===== config.mk =====
export PLATFORM = sky130hd
export DESIGN_NAME = user_clock_switch_sequencer
export DESIGN_NICKNAME = d
export VERILOG_FILES = /design/src/rtl/user_clock_switch_sequencer.sv
export SDC_FILE = /design/constraint.sdc
export NUM_CORES = 1
export LEC_CHECK = 0
export ABC_AREA = 1
export CAP_MARGIN = 15
export CORE_MARGIN = 2
export CORE_UTILIZATION = 55
export CTS_BUF_LIST = sky130_fd_sc_hd__clkbuf_16
export DETAILED_ROUTE_END_ITERATION = 8
export PLACE_DENSITY = 0.8
export SLEW_MARGIN = 40
export SYNTH_ARGS = -nofsm -noshare
export SYNTH_HDL_FRONTEND = slang
export SYNTH_SLANG_ARGS = --single-unit

===== constraint.sdc =====
create_clock -name aclk -period 5.5 [get_ports aclk]
set_input_delay 1.1 -clock aclk [delete_from_list [all_inputs] [get_ports aclk]]
set_output_delay 1.1 -clock aclk [all_outputs]
set_load 0.01 [all_outputs]

===== src/rtl/user_clock_switch_sequencer.sv =====
// Control-side sequencer for an N-input glitchless clock selector.
// Drives one-hot clock-buffer enables with break-before-make timing and optional auto-fallback.
module user_clock_switch_sequencer #(
    parameter int unsigned NUM_CLKS      = 4,
    parameter int unsigned SEL_W         = 2,
    parameter int unsigned OFF_CYCLES    = 8,
    parameter int unsigned ON_CYCLES     = 8,
    parameter int unsigned DEFAULT_SEL   = 0,
    parameter int unsigned AUTO_FALLBACK = 1
) (
    input  logic                aclk,
    input  logic                aresetn,
    input  logic [SEL_W-1:0]    sel_req,
    input  logic                sel_valid,
    output logic                sel_ready,
    input  logic [NUM_CLKS-1:0] clk_present,
    output logic [NUM_CLKS-1:0] clk_en,
    output logic [SEL_W-1:0]    active_sel,
    output logic                switching,
    output logic                done,
    output logic                err_invalid,
    output logic                fallback
);

    localparam int unsigned      CNT_MAX  = (OFF_CYCLES > ON_CYCLES) ? OFF_CYCLES : ON_CYCLES;
    localparam int unsigned      CNT_W    = (CNT_MAX > 1) ? $clog2(CNT_MAX) : 1;
    localparam logic [SEL_W-1:0] DEF_IDX  = SEL_W'(DEFAULT_SEL);
    localparam logic [CNT_W-1:0] OFF_LAST = CNT_W'(OFF_CYCLES - 1);
    localparam logic [CNT_W-1:0] ON_LAST  = CNT_W'(ON_CYCLES - 1);

    typedef enum logic [1:0] {
        ST_IDLE    = 2'd0,
        ST_DISABLE = 2'd1,
        ST_ENABLE  = 2'd2
    } state_t;

    state_t              r_state;
    logic [CNT_W-1:0]    r_cnt;
    logic [SEL_W-1:0]    r_target;
    logic [SEL_W-1:0]    r_active;
    logic [NUM_CLKS-1:0] r_clk_en;
    logic                r_sel_ready;
    logic                r_switching;
    logic                r_done;
    logic                r_err;
    logic                r_fb;

    state_t              w_state_nxt;
    logic [CNT_W-1:0]    w_cnt_nxt;
    logic [SEL_W-1:0]    w_target_nxt;
    logic [SEL_W-1:0]    w_active_nxt;
    logic [NUM_CLKS-1:0] w_clk_en_nxt;
    logic                w_done_nxt;
    logic                w_req_present;
    logic                w_act_present;
    logic                w_other_present;
    logic [SEL_W-1:0]    w_fb_idx;
    logic                w_fb_cond;
    logic                w_accept;
    logic                w_start_fb;
    logic                w_req_err;
    logic                w_req_noop;

    function automatic logic [NUM_CLKS-1:0] f_onehot(input logic [SEL_W-1:0] idx);
        logic [NUM_CLKS-1:0] v;
        v = '0;
        for (int i = 0; i < int'(NUM_CLKS); i++) begin
            if (SEL_W'(i) == idx) begin
                v[i] = 1'b1;
            end
        end
        return v;
    endfunction

    // Channel liveness lookups; out-of-range requests never match and read as absent.
    // Descending scan so the lowest-index live alternative wins the fallback choice.
    always_comb begin
        w_req_present   = 1'b0;
        w_act_present   = 1'b0;
        w_other_present = 1'b0;
        w_fb_idx        = r_active;
        for (int i = int'(NUM_CLKS) - 1; i >= 0; i--) begin
            if (SEL_W'(i) == sel_req) begin
                w_req_present = clk_present[i];
            end
            if (SEL_W'(i) == r_active) begin
                w_act_present = clk_present[i];
            end else if (clk_present[i]) begin
                w_other_present = 1'b1;
                w_fb_idx        = SEL_W'(i);
            end
        end
    end

    // Fallback outranks a simultaneous request, which then stays pending.
    assign w_fb_cond = (AUTO_FALLBACK != 0) && (r_state == ST_IDLE)
                       && !w_act_present && w_other_present;
    assign w_accept  = (r_state == ST_IDLE) && r_sel_ready && sel_valid && !w_fb_cond;

    // State and datapath registers.
    always_ff @(posedge aclk or negedge aresetn) begin
        if (!aresetn) begin
            r_state  <= ST_DISABLE;
            r_cnt    <= '0;
            r_target <= DEF_IDX;
            r_active <= DEF_IDX;
        end else begin
            r_state  <= w_state_nxt;
            r_cnt    <= w_cnt_nxt;
            r_target <= w_target_nxt;
            r_active <= w_active_nxt;
        end
    end

    // Next-state logic; the counter restarts on every state entry.
    always_comb begin
        w_state_nxt  = r_state;
        w_cnt_nxt    = r_cnt + CNT_W'(1);
        w_target_nxt = r_target;
        w_start_fb   = 1'b0;
        w_req_err    = 1'b0;
        w_req_noop   = 1'b0;
        case (r_state)
            ST_IDLE: begin
                w_cnt_nxt = '0;
                if (w_fb_cond) begin
                    w_target_nxt = w_fb_idx;
                    w_state_nxt  = ST_DISABLE;
                    w_start_fb   = 1'b1;
                end else if (w_accept) begin
                    if (!w_req_present) begin
                        w_req_err = 1'b1;
                    end else if (sel_req == r_active) begin
                        w_req_noop = 1'b1;
                    end else begin
                        w_target_nxt = sel_req;
                        w_state_nxt  = ST_DISABLE;
                    end
                end
            end
            ST_DISABLE: begin
                if (r_cnt == OFF_LAST) begin
                    w_state_nxt = ST_ENABLE;
                    w_cnt_nxt   = '0;
                end
            end
            ST_ENABLE: begin
                if (r_cnt == ON_LAST) begin
                    w_state_nxt = ST_IDLE;
                    w_cnt_nxt   = '0;
                end
            end
            default: begin
                w_state_nxt = ST_DISABLE;
                w_cnt_nxt   = '0;
            end
        endcase
    end

    // Output decode from the next state, so every output leaves a flop.
    always_comb begin
        w_active_nxt = r_active;
        if (w_state_nxt == ST_ENABLE) begin
            w_active_nxt = r_target;
        end
        w_clk_en_nxt = (w_state_nxt == ST_DISABLE) ? '0 : f_onehot(w_active_nxt);
        w_done_nxt   = w_req_noop || ((r_state == ST_ENABLE) && (w_state_nxt == ST_IDLE));
    end

    always_ff @(posedge aclk or negedge aresetn) begin
        if (!aresetn) begin
            r_clk_en    <= '0;
            r_sel_ready <= 1'b0;
            r_switching <= 1'b1;
            r_done      <= 1'b0;
            r_err       <= 1'b0;
            r_fb        <= 1'b0;
        end else begin
            r_clk_en    <= w_clk_en_nxt;
            r_sel_ready <= (w_state_nxt == ST_IDLE);
            r_switching <= (w_state_nxt != ST_IDLE);
            r_done      <= w_done_nxt;
            r_err       <= w_req_err;
            r_fb        <= w_start_fb;
        end
    end

    assign clk_en      = r_clk_en;
    assign sel_ready   = r_sel_ready;
    assign active_sel  = r_active;
    assign switching   = r_switching;
    assign done        = r_done;
    assign err_invalid = r_err;
    assign fallback    = r_fb;

endmodule

==> summary.md <==
| Metric | Value |
|---|---|
| Netlist Area Pre-Place | `around 0.0011 mm²` |
| Reg clk slew, reported paths | `roughly 50 ps` |
| Tot GR Track Use | `0.2317` |
| Clock Tree Buf Depth | `2` |
| Nets | `165` |
| GR peak layer | `met2` |
| IO Pins | `20` |
| GRT met2 Usage | `0.4133` |
| Via density | `roughly 5.1` |
| First-pass GRT wire length | `around 4300 µm` |
| Worst-path fanout max | `8` |
| Die Wd | `between 40 and 50 µm` |
| Min-delay src | `r_cnt[0]$_DFF_PN0_` |
| EDFF count, synth | `0` |
| Largest net degree at the start of global routing | `19` |
| Post-DP HPWL | `roughly 1700 µm` |
| Reg2reg end | `clk_en[0]$_DFF_PN0_` |
| CP Buf/Inv Count | `1` |
| Met3 usage in global routing | `0.03636` |
| Slew Viols, Final | `0` |
| YS warnings | `0` |
| Clock tree from TritonCTS | `done` |
| Max incr delay on CP | `640 ps` |
| Slowest-stage cell, CP | `clkdlybuf4s50_1` |
| Sum Neg Setup Slack | `0 ps` |
| Synth Instances | `128` |
| Buffers on Ports | `19` |
| Std cell rows | `16` |
| Leak | `~0.7 nW` |
| Post-cts sizing count | `0` |
| Placed cell area | `0.001341 mm²` |
| Drt drc | `0` |
| Area Overhead vs Synth | `24.15%` |
| Diodes inserted | `0` |
| RSZ-0062 raised after global routing | `no` |
| Worst R2R Setup Slack | `around 3400 ps` |
| Sequential share of power | `0.299` |
| Clk Latency, worst-skew pair | `250 ps` |
| CP delay by family, top | `buffers and inverters` |
| Initial core utilization | `0.5810` |
| Finished Layout Cells | `approximately 180` |
| Ys flop type | `dfrtp_1` |
| Instance count on the critical path | `1` |
| DIE AREA | `~0.0025 mm²` |
| DR vias | `898` |
| Ys async rst share | `1.000` |
| Core Area | `approximately 0.002 mm²` |
| Congestion Overflow GR | `0` |
| Max-Cap Viols | `0` |
| Finished Core Util | `0.7213` |
| Register area share after synthesis | `0.3974` |
| # setup viols final | `0` |
| Max Freq | `approximately 380 MHz` |
| Switching Fraction | `0.4442` |
| Critical Path AT | `about 1500 ps` |
| Worst relative slew slack | `0.6761` |
| Clk sinks | `18` |
| DR iter-0 viols | `7` |
| Placer Congestion | `~0.80` |
| Distinct cells, synth | `29` |
| CTS H-Tree Depth | `1` |
| End of the worst hold path | `r_cnt[0]$_DFF_PN0_` |
| Syn_area_per_cell | `just under 9 µm²` |
| Tmin final | `2622 ps` |
| Antenna viol nets, final | `0` |
| Filler cells | `159` |
| WL final | `approximately 2400 µm` |
| VDD IR-drop max | `roughly 0.34 mV` |
| Synth area leader | `dfrtp_1` |
| CTS Hold Buffers Added | `0` |
| Outcome | `complete, no violations` |
| Most common cell after layout, fill and taps aside | `nand2_1` |
| Reg2reg start | `r_state[0]$_DFF_PN1_` |
| Synth top area cells | `dfrtp_1, nand2_1, nand3_2` |
| Critical-path cell list | `clkdlybuf4s50_1` |
| Hold Violations, Final | `0` |
| Crit. End Element | `output pin` |
| Cell count after placement | `between 150 and 200` |
| Crit share post-route | `0.4767` |
| Top-area cell type share of the netlist area | `0.3513` |
| Routed length per instance | `between 10 and 15 µm` |
| Mapped Nets | `between 100 and 150` |
| Layout cells sized above 1 | `0.2617` |
| Clk pwr share | `0.177` |
| Combinational Power Share | `0.524` |
| Root buf cell | `clkbuf_16` |
| Net Switching | `~0.00036 W` |
| Clock buffer count from CTS | `3` |
| Commonest non-fill, non-tap cells in the layout | `nand2_1, inv_1, clkdlybuf4s50_1, dfrtp_1, nand3_2` |
| DRT Pass-1 Iters | `4` |
| Total Power | `between 0.0008 and 0.0009 W` |
| Crit start category | `register` |
| R2R cell count | `10` |
| Worst Clk Skew | `2.892 ps` |
| Die span in y | `between 40 and 50 µm` |
| Grt met1 use | `0.2823` |
| Internal | `0.0004550 W` |
| Worst Hold Path Cells | `1` |
| Initial antenna violation count | `0` |
| Synth Register Bits | `18` |
| Slew @ Worst Pin | `485.9 ps` |
| Worst min path class | `reg -> reg` |
| Vias in the first global route | `roughly 900` |
| Power per cell area | `578.4 mW/mm²` |
| WS Path Type | `reg -> out` |
| Req. time, crit path | `around 4400 ps` |
| Post-CTS setup buffers | `0` |
| Final Cell Area | `0.001415 mm²` |
==> layout make-up <==
cell class              count  area, µm²  area share
inverters                  26      100.1     0.07073
multi-input cells          82      564.3      0.3988
flip-flops and latches     18      452.9      0.3201
repair buffers             19      185.2      0.1309
clock inverters             1      3.754    0.002653
clock buffers               3      75.07     0.05305
well taps                  27      33.78     0.02387
==> cells by family (layout without fill, tap and decap cells) <==
family | Yosys count | in the layout | synth area share
xor+xnor | 2 | 2 | 0.01537
flops | 18 | 18 | 0.3974
fa+ha+maj | 6 | 6 | 0.06586
simple gates | 59 | 59 | 0.3074
compound gates | 15 | 15 | 0.1065
buf+inv | 28 | 49 | 0.1076
==> registers in the layout, summed over array words and instances, names as in the netlist <==
| signal | cells |
|---|---|
| fallback | 1 |
| sel_ready | 1 |
| r_target | 2 |
| clk_en | 4 |
| err_invalid | 1 |
| active_sel | 2 |
| r_cnt | 3 |
| r_state | 2 |
| done | 1 |
| switching | 1 |
==> worst max path at each step <==
stage / slack (ps) / from / to
after global placement: 2800 / sel_req[0] / done$_DFF_PN0_
after CTS: 2870 / active_sel[1]$_DFF_PN0_ / active_sel[1]
after global routing: 2800 / active_sel[1]$_DFF_PN0_ / active_sel[1]
after floorplan: 3400 / clk_present[1] / clk_en[1]$_DFF_PN0_
final: 2880 / active_sel[0]$_DFF_PN0_ / active_sel[0]
after detailed placement: 2750 / sel_req[0] / clk_en[3]$_DFF_PN0_
==> metrics by stage <==
step                      hold WS, ps  setup WS [ps]
after floorplan                 406.4           3398
after global placement          418.9           2799
after detailed placement        427.1           2752
after CTS                       433.7           2873
after global routing            459.0           2795
final                           433.3           2878
==> synth_stat cells, types with 3 or more instances <==
| cell type | n |
|---|---|
| nand2_2 | 7 |
| nor2_2 | 3 |
| nand2_1 | 23 |
| inv_2 | 5 |
| a21oi_1 | 3 |
| ha_1 | 6 |
| inv_1 | 20 |
| dfrtp_1 | 16 |
| o21ai_0 | 3 |
| nor2_1 | 7 |
| nand3_1 | 4 |
| nand3_2 | 8 |
==> power groups by stage <==
| stage | logic (W) | registers (W) | clock network [W] |
|---|---|---|---|
| 2_1_floorplan | 0.000316 | 0.000230 | 0 |
| 3_3_place_gp | 0.000399 | 0.000241 | 0 |
| 3_5_place_dp | 0.000416 | 0.000246 | 0 |
| 4_1_cts | 0.000428 | 0.000246 | 0.000146 |
| 5_1_grt | 0.000474 | 0.000254 | 0.000157 |
| 6_report | 0.000429 | 0.000245 | 0.000145 |
==> metal layers <==
layer  routed length (µm)  vias up
li1                     -      443
met1                 1016      424
met2                 1273       25
met3                   74        6
met4                   37        0
met5                    0        -
No activity file was read; power rests on OpenSTA's default activity.
==> variant 1 (config.mk and constraints unchanged) <==
Encoding of `state_t`: now one-hot (3 bits for 3 states).
--- a/src/rtl/user_clock_switch_sequencer.sv
+++ b/src/rtl/user_clock_switch_sequencer.sv
@@ -28,10 +28,10 @@
     localparam logic [CNT_W-1:0] OFF_LAST = CNT_W'(OFF_CYCLES - 1);
     localparam logic [CNT_W-1:0] ON_LAST  = CNT_W'(ON_CYCLES - 1);
 
-    typedef enum logic [1:0] {
-        ST_IDLE    = 2'd0,
-        ST_DISABLE = 2'd1,
-        ST_ENABLE  = 2'd2
+    typedef enum logic [2:0] {
+        ST_IDLE    = 3'b001,
+        ST_DISABLE = 3'b010,
+        ST_ENABLE  = 3'b100
     } state_t;
 
     state_t              r_state;
Behaviour: same outputs for any inputs over 10 cycles, from zero or initial values and one cycle with aresetn low; not proved beyond that.
==> variant 1 against the unedited design <==
Area after synthesis decreased by 11%; register-to-register slack improved by 0.33 ns; wire length decreased by 14%; cell count increased by 3.4%; non-clock buffer count unchanged; cell area decreased by 8.0%; critical endpoint is now active_sel[1]; sequential cell count increased by 1; fmax increased by 6.0%; first-iteration DRC count increased by 140%; sequential share of layout area increased by 4.7 points; critical path depth unchanged; worst setup slack improved by 0.15 ns.
Power is not compared: it rests on default switching activity, and its combinational part moved more than twofold at a synthesized area within 25%.
==> variant 1: results (changes against the unedited design) <==
The run finished with clean final reports. Broken down by cell family, the worst path's largest delay share belongs to buffers and inverters. The maximum count of clock buffers along a single path came out at 2 (unchanged). The H-tree depth reported by CTS was 1 (unchanged).

The share of flip-flops with an asynchronous set or reset after synthesis is 1.000 (unchanged). The number of warning messages in the yosys log is 0 (unchanged). The global-route wire length before repair came out at 3491 um (-19%). The number of buffers added for setup after CTS is 0 (unchanged). The leakage power summed over all cells is 0.6937 nW. The number of buffers created by CTS is 3 (unchanged).

The setup skew after layout is 0.002521 ns (-0.0003708 ns). The initial antenna violation count came to 0 (unchanged). The layout filler cell count came out at 141 (-11%). The number of flip-flops in the largest register came out at 4 (unchanged). The detailed-route vias per instance came out at 5.038 (-1.3%). The routed via count is 917 (+2.1%). The number of global-route vias before repair is 867 (-4.0%). In this run the worst hold path is classified as flip-flop to flip-flop. The synthesized instance count was 135 (+5.5%). Across the VDD grid, the largest voltage drop is 0.3309 mV. The count of buffers inserted at the top-level ports came out at 19 (unchanged).

Ranked by total cell area, the synthesized netlist is headed by sky130_fd_sc_hd__dfrtp_1, sky130_fd_sc_hd__nand2_1, sky130_fd_sc_hd__inv_1. The largest fanout on the critical path came out at 9 (+1). The final weighted congestion in routability-driven placement is 0.8838 (+11%). The area share of fa/ha/maj cells after synthesis is 0.02472 (-0.04114). Counting instances in the post-synthesis netlist gives the leading cell types as sky130_fd_sc_hd__nand2_1, sky130_fd_sc_hd__inv_1, sky130_fd_sc_hd__dfrtp_1. The routed wire length came out at 2056 um (-14%). The largest incremental delay on the critical path came out at 0.61 ns (-0.03 ns). The compound-cell area share of the yosys netlist came to 0.04326 (-0.06321). The pre-CTS setup slack is 2.909 ns (+0.1571 ns). The number of DRC markers after the initial detailed-route iteration came out at 17 (+10). The register area share after synthesis is 0.4722 (+0.07482).

The final antenna diode count is 0 (unchanged). The clock transition time at the flip-flop clock pins of the worst setup and hold paths came out at 0.05 ns (about the same). The post-synthesis cell type count came to 20 (-31%). The post-cts resize count was 0 (unchanged). The post-synthesis net count came out at 146 (+2.1%). The final-stage net count is 169 (+2.4%).

The all-layer global routing usage came out at 0.2266 (-0.005118). The share of cell area taken by muxes after synthesis is 0 (unchanged). The root buffer cell is sky130_fd_sc_hd__clkbuf_16. The number of instances in the placed design came out at 178 (+3.5%). The fraction of layout instances using a drive strength above 1 came out at 0.09554 (-0.1662). The transition time of the tightest slew-check pin is 0.4017 ns (-0.08420 ns). The dominant register cell in the synthesized netlist is sky130_fd_sc_hd__dfrtp_1.

The post-synthesis share of cell area spent on xor and xnor gates came out at 0 (-0.01537). The detailed-routing iteration count for the pre-antenna-repair pass is 4 (unchanged). The slowest stage of the critical path belongs to the cell sky130_fd_sc_hd__clkdlybuf4s50_1. The clock network latency to the later pin of the worst-skew pair is 0.25 ns (about the same). The data arrival time of the critical path is 1.37 ns (-0.15 ns).

The estimated wirelength of the detail-placed design was 1542 um (-11%). The pin count of the biggest net entering global routing is 20 (+1).
variant 1: cell types whose count changed after synthesis, moves of 3 or more:
cell / unedited run / this run
sky130_fd_sc_hd__nand4_1: 1 / 5
sky130_fd_sc_hd__nand3_2: 8 / 1
sky130_fd_sc_hd__inv_2: 5 / 2
sky130_fd_sc_hd__nor2_1: 7 / 13
sky130_fd_sc_hd__nand2_2: 7 / 2
sky130_fd_sc_hd__nand2_1: 23 / 43
sky130_fd_sc_hd__ha_1: 6 / 2
sky130_fd_sc_hd__nand3_1: 4 / 13
variant 1: logic make-up (layout without fill, tap and decap cells):
family,Yosys count,after routing
AO/OA/AOI/OAI,8,8
buffers and inverters,25,47
flip-flops,19,19
adder cells (fa/ha/maj),2,2
AND/OR/NAND/NOR,81,81
variant 1: power breakdown:
part / switching (mW) / internal (mW)
registers: 0.0298 / 0.177
clock network: 0.0473 / 0.0966
logic: 0.122 / 0.0823
variant 1: through the flow:
step	instance area (um2)	utilization
5_1_grt	1303	0.7543
6_report	1303	0.7543
3_5_place_dp	1229	0.7116
3_3_place_gp	1229	0.7116
2_1_floorplan	1012	-
4_1_cts	1308	0.7572
variant 1: layout make-up:
class                           instances  area (um2)  share of cell area
Sequential cell                        19       478.0              0.3670
Multi-Input combinational cell         91       439.2              0.3372
Timing Repair Buffer                   19       185.2              0.1422
Inverter                               24       90.09             0.06916
Clock buffer                            3       75.07             0.05764
Tap cell                               25       31.28             0.02402
Clock inverter                          1       3.754            0.002882
variant 1: path summary, 6_finish.rpt:
check                              startpoint       endpoint  slack (ns)  cells past startpoint
worst max register to register       r_cnt[0]      clk_en[0]        3.75                     10
worst max-delay path            active_sel[1]  active_sel[1]        3.03                      1
min in group asynchronous             aresetn           done        0.77                      1
worst min register to register       r_cnt[0]       r_cnt[0]        0.44                      1
worst min-delay path                 r_cnt[0]       r_cnt[0]        0.44                      1
max in group asynchronous             aresetn     r_state[1]        4.40                      1
variant 1: per-layer routing:
metal,up-vias,wire (um),part of all wire,track usage
li1,469,-,-,-
met1,424,947,0.46,0.2857
met2,19,1005,0.49,0.3671
met3,5,77,0.037,0.05769
met4,0,25,0.012,0.1000
met5,-,0,0,0
==> variant 2 (same flow settings) <==
Without the edit above. `AUTO_FALLBACK`: 1 -> 0.
--- a/src/rtl/user_clock_switch_sequencer.sv
+++ b/src/rtl/user_clock_switch_sequencer.sv
@@ -6,7 +6,7 @@
     parameter int unsigned OFF_CYCLES    = 8,
     parameter int unsigned ON_CYCLES     = 8,
     parameter int unsigned DEFAULT_SEL   = 0,
-    parameter int unsigned AUTO_FALLBACK = 1
+    parameter int unsigned AUTO_FALLBACK = 0
 ) (
     input  logic                aclk,
     input  logic                aresetn,
Formal check against the unedited RTL: no difference found for any inputs over 10 cycles, from zero or initial values and one cycle with aresetn low; that may be too few to reach the edited logic, so the function may still have changed.
==> variant 2 against the unedited design <==
Via count fell by 20%; cell area fell by 15%; first-iteration DRC count rose by 71%; sequential share of layout area grew 3.5 points; wire length shrank 24%; worst setup slack improved by 0.17 ns; count of clock-buffer cells in the layout is the same; synthesized cell count decreased by 21%; global-route usage down 0.82 points; area after synthesis shrank 18%; sequential cell count decreased by 1; critical path type is now input port to flip-flop.
Power is not compared: it rests on default switching activity, and its combinational part moved more than twofold at a synthesized area within 25%.
==> variant 2: results (changes against the unedited design) <==
The largest fanout on the critical path was 7 (-1). The all-layer global routing usage came out at 0.2234 (-0.008237). The register area share after synthesis is 0.4560 (+0.05863). The number of global-route vias before repair came out at 755 (-16%).

The met3 demand-to-capacity share in global routing is 0.03600 (-0.0003636). The number of signal-net buffers in the layout is 18 (-1). The run finished with clean final reports. The wire length on met3 is 65 um (-12%).

The compound-cell area share of the yosys netlist is 0.04800 (-0.05848). The data arrival time of the critical path came out at 2.58 ns (+1.06 ns). The post-route met1 wirelength is 782 um (-23%). The maximum clock rate is 408.0 MHz (+7.0%).

The final-stage net count came out at 138 (-16%). The number of inverters outside the clock class in the layout came out at 20 (-23%). The met2 routing resource usage after global routing came out at 0.3914 (-0.02190). The routed length per placed instance is 13.25 um (-2.9%). The fraction of layout instances using a drive strength above 1 is 0.1967 (-0.06502).

The worst register-to-register path ends at clk_en[1]. The flip-flop and latch share of the layout cell area came out at 0.3551 (+0.03507). STA classifies the critical path endpoint as a flip-flop. The post-synthesis cell type count came out at 23 (-21%).

The pin count of the biggest net entering global routing came out at 18 (-1). In this run the worst setup path begins at sel_req[0]. The post-synthesis net count was 116 (-19%). The critical register-to-register path startpoint is r_cnt[0].

The layout filler cell count is 107 (-33%). The routed wire length on met2 is 955 um (-25%). The area of the multi-input gates is 425.4 um2 (-25%). The global-route wire length before repair was 3208 um (-26%).

The met1 track utilization from global routing is 0.2718 (-0.01051). The area share of fa/ha/maj cells after synthesis is 0.08000 (+0.01414). The largest incremental delay on the critical path came to 0.53 ns (-0.11 ns). The post-synthesis share of cell area spent on xor and xnor gates is 0.009333 (-0.006034). The multi-input gate count is 63 (-23%). The synthesized area per cell came to 9.291 um2 (+4.3%). The pre-CTS setup slack came out at 2.827 ns (+0.07510 ns). The final weighted congestion in routability-driven placement is 0.8066 (+1.0%).

The count of buffers inserted at the top-level ports came out at 18 (-1).
[variant 2: cell count changes in the layout (fill, tap and decap cells not counted), moves of 2 or more]
cell	delta
sky130_fd_sc_hd__inv_1	-2
sky130_fd_sc_hd__nor2_2	-3
sky130_fd_sc_hd__nand3_4	+2
sky130_fd_sc_hd__o211ai_1	-2
sky130_fd_sc_hd__nand3_2	-2
sky130_fd_sc_hd__nand2_2	-6
sky130_fd_sc_hd__inv_2	-3
[variant 2: metrics by stage]
stage          power [mW]  utilization  hold WS, ns  area, um2
6_report           0.4747       0.7729       0.4420       1205
5_1_grt            0.5046       0.7729       0.4524       1205
4_1_cts            0.4787       0.7761       0.4462       1210
3_5_place_dp       0.3382       0.7255       0.4400       1131
3_3_place_gp       0.3283       0.7255       0.4233       1131
2_1_floorplan      0.2777            -       0.4127      938.4
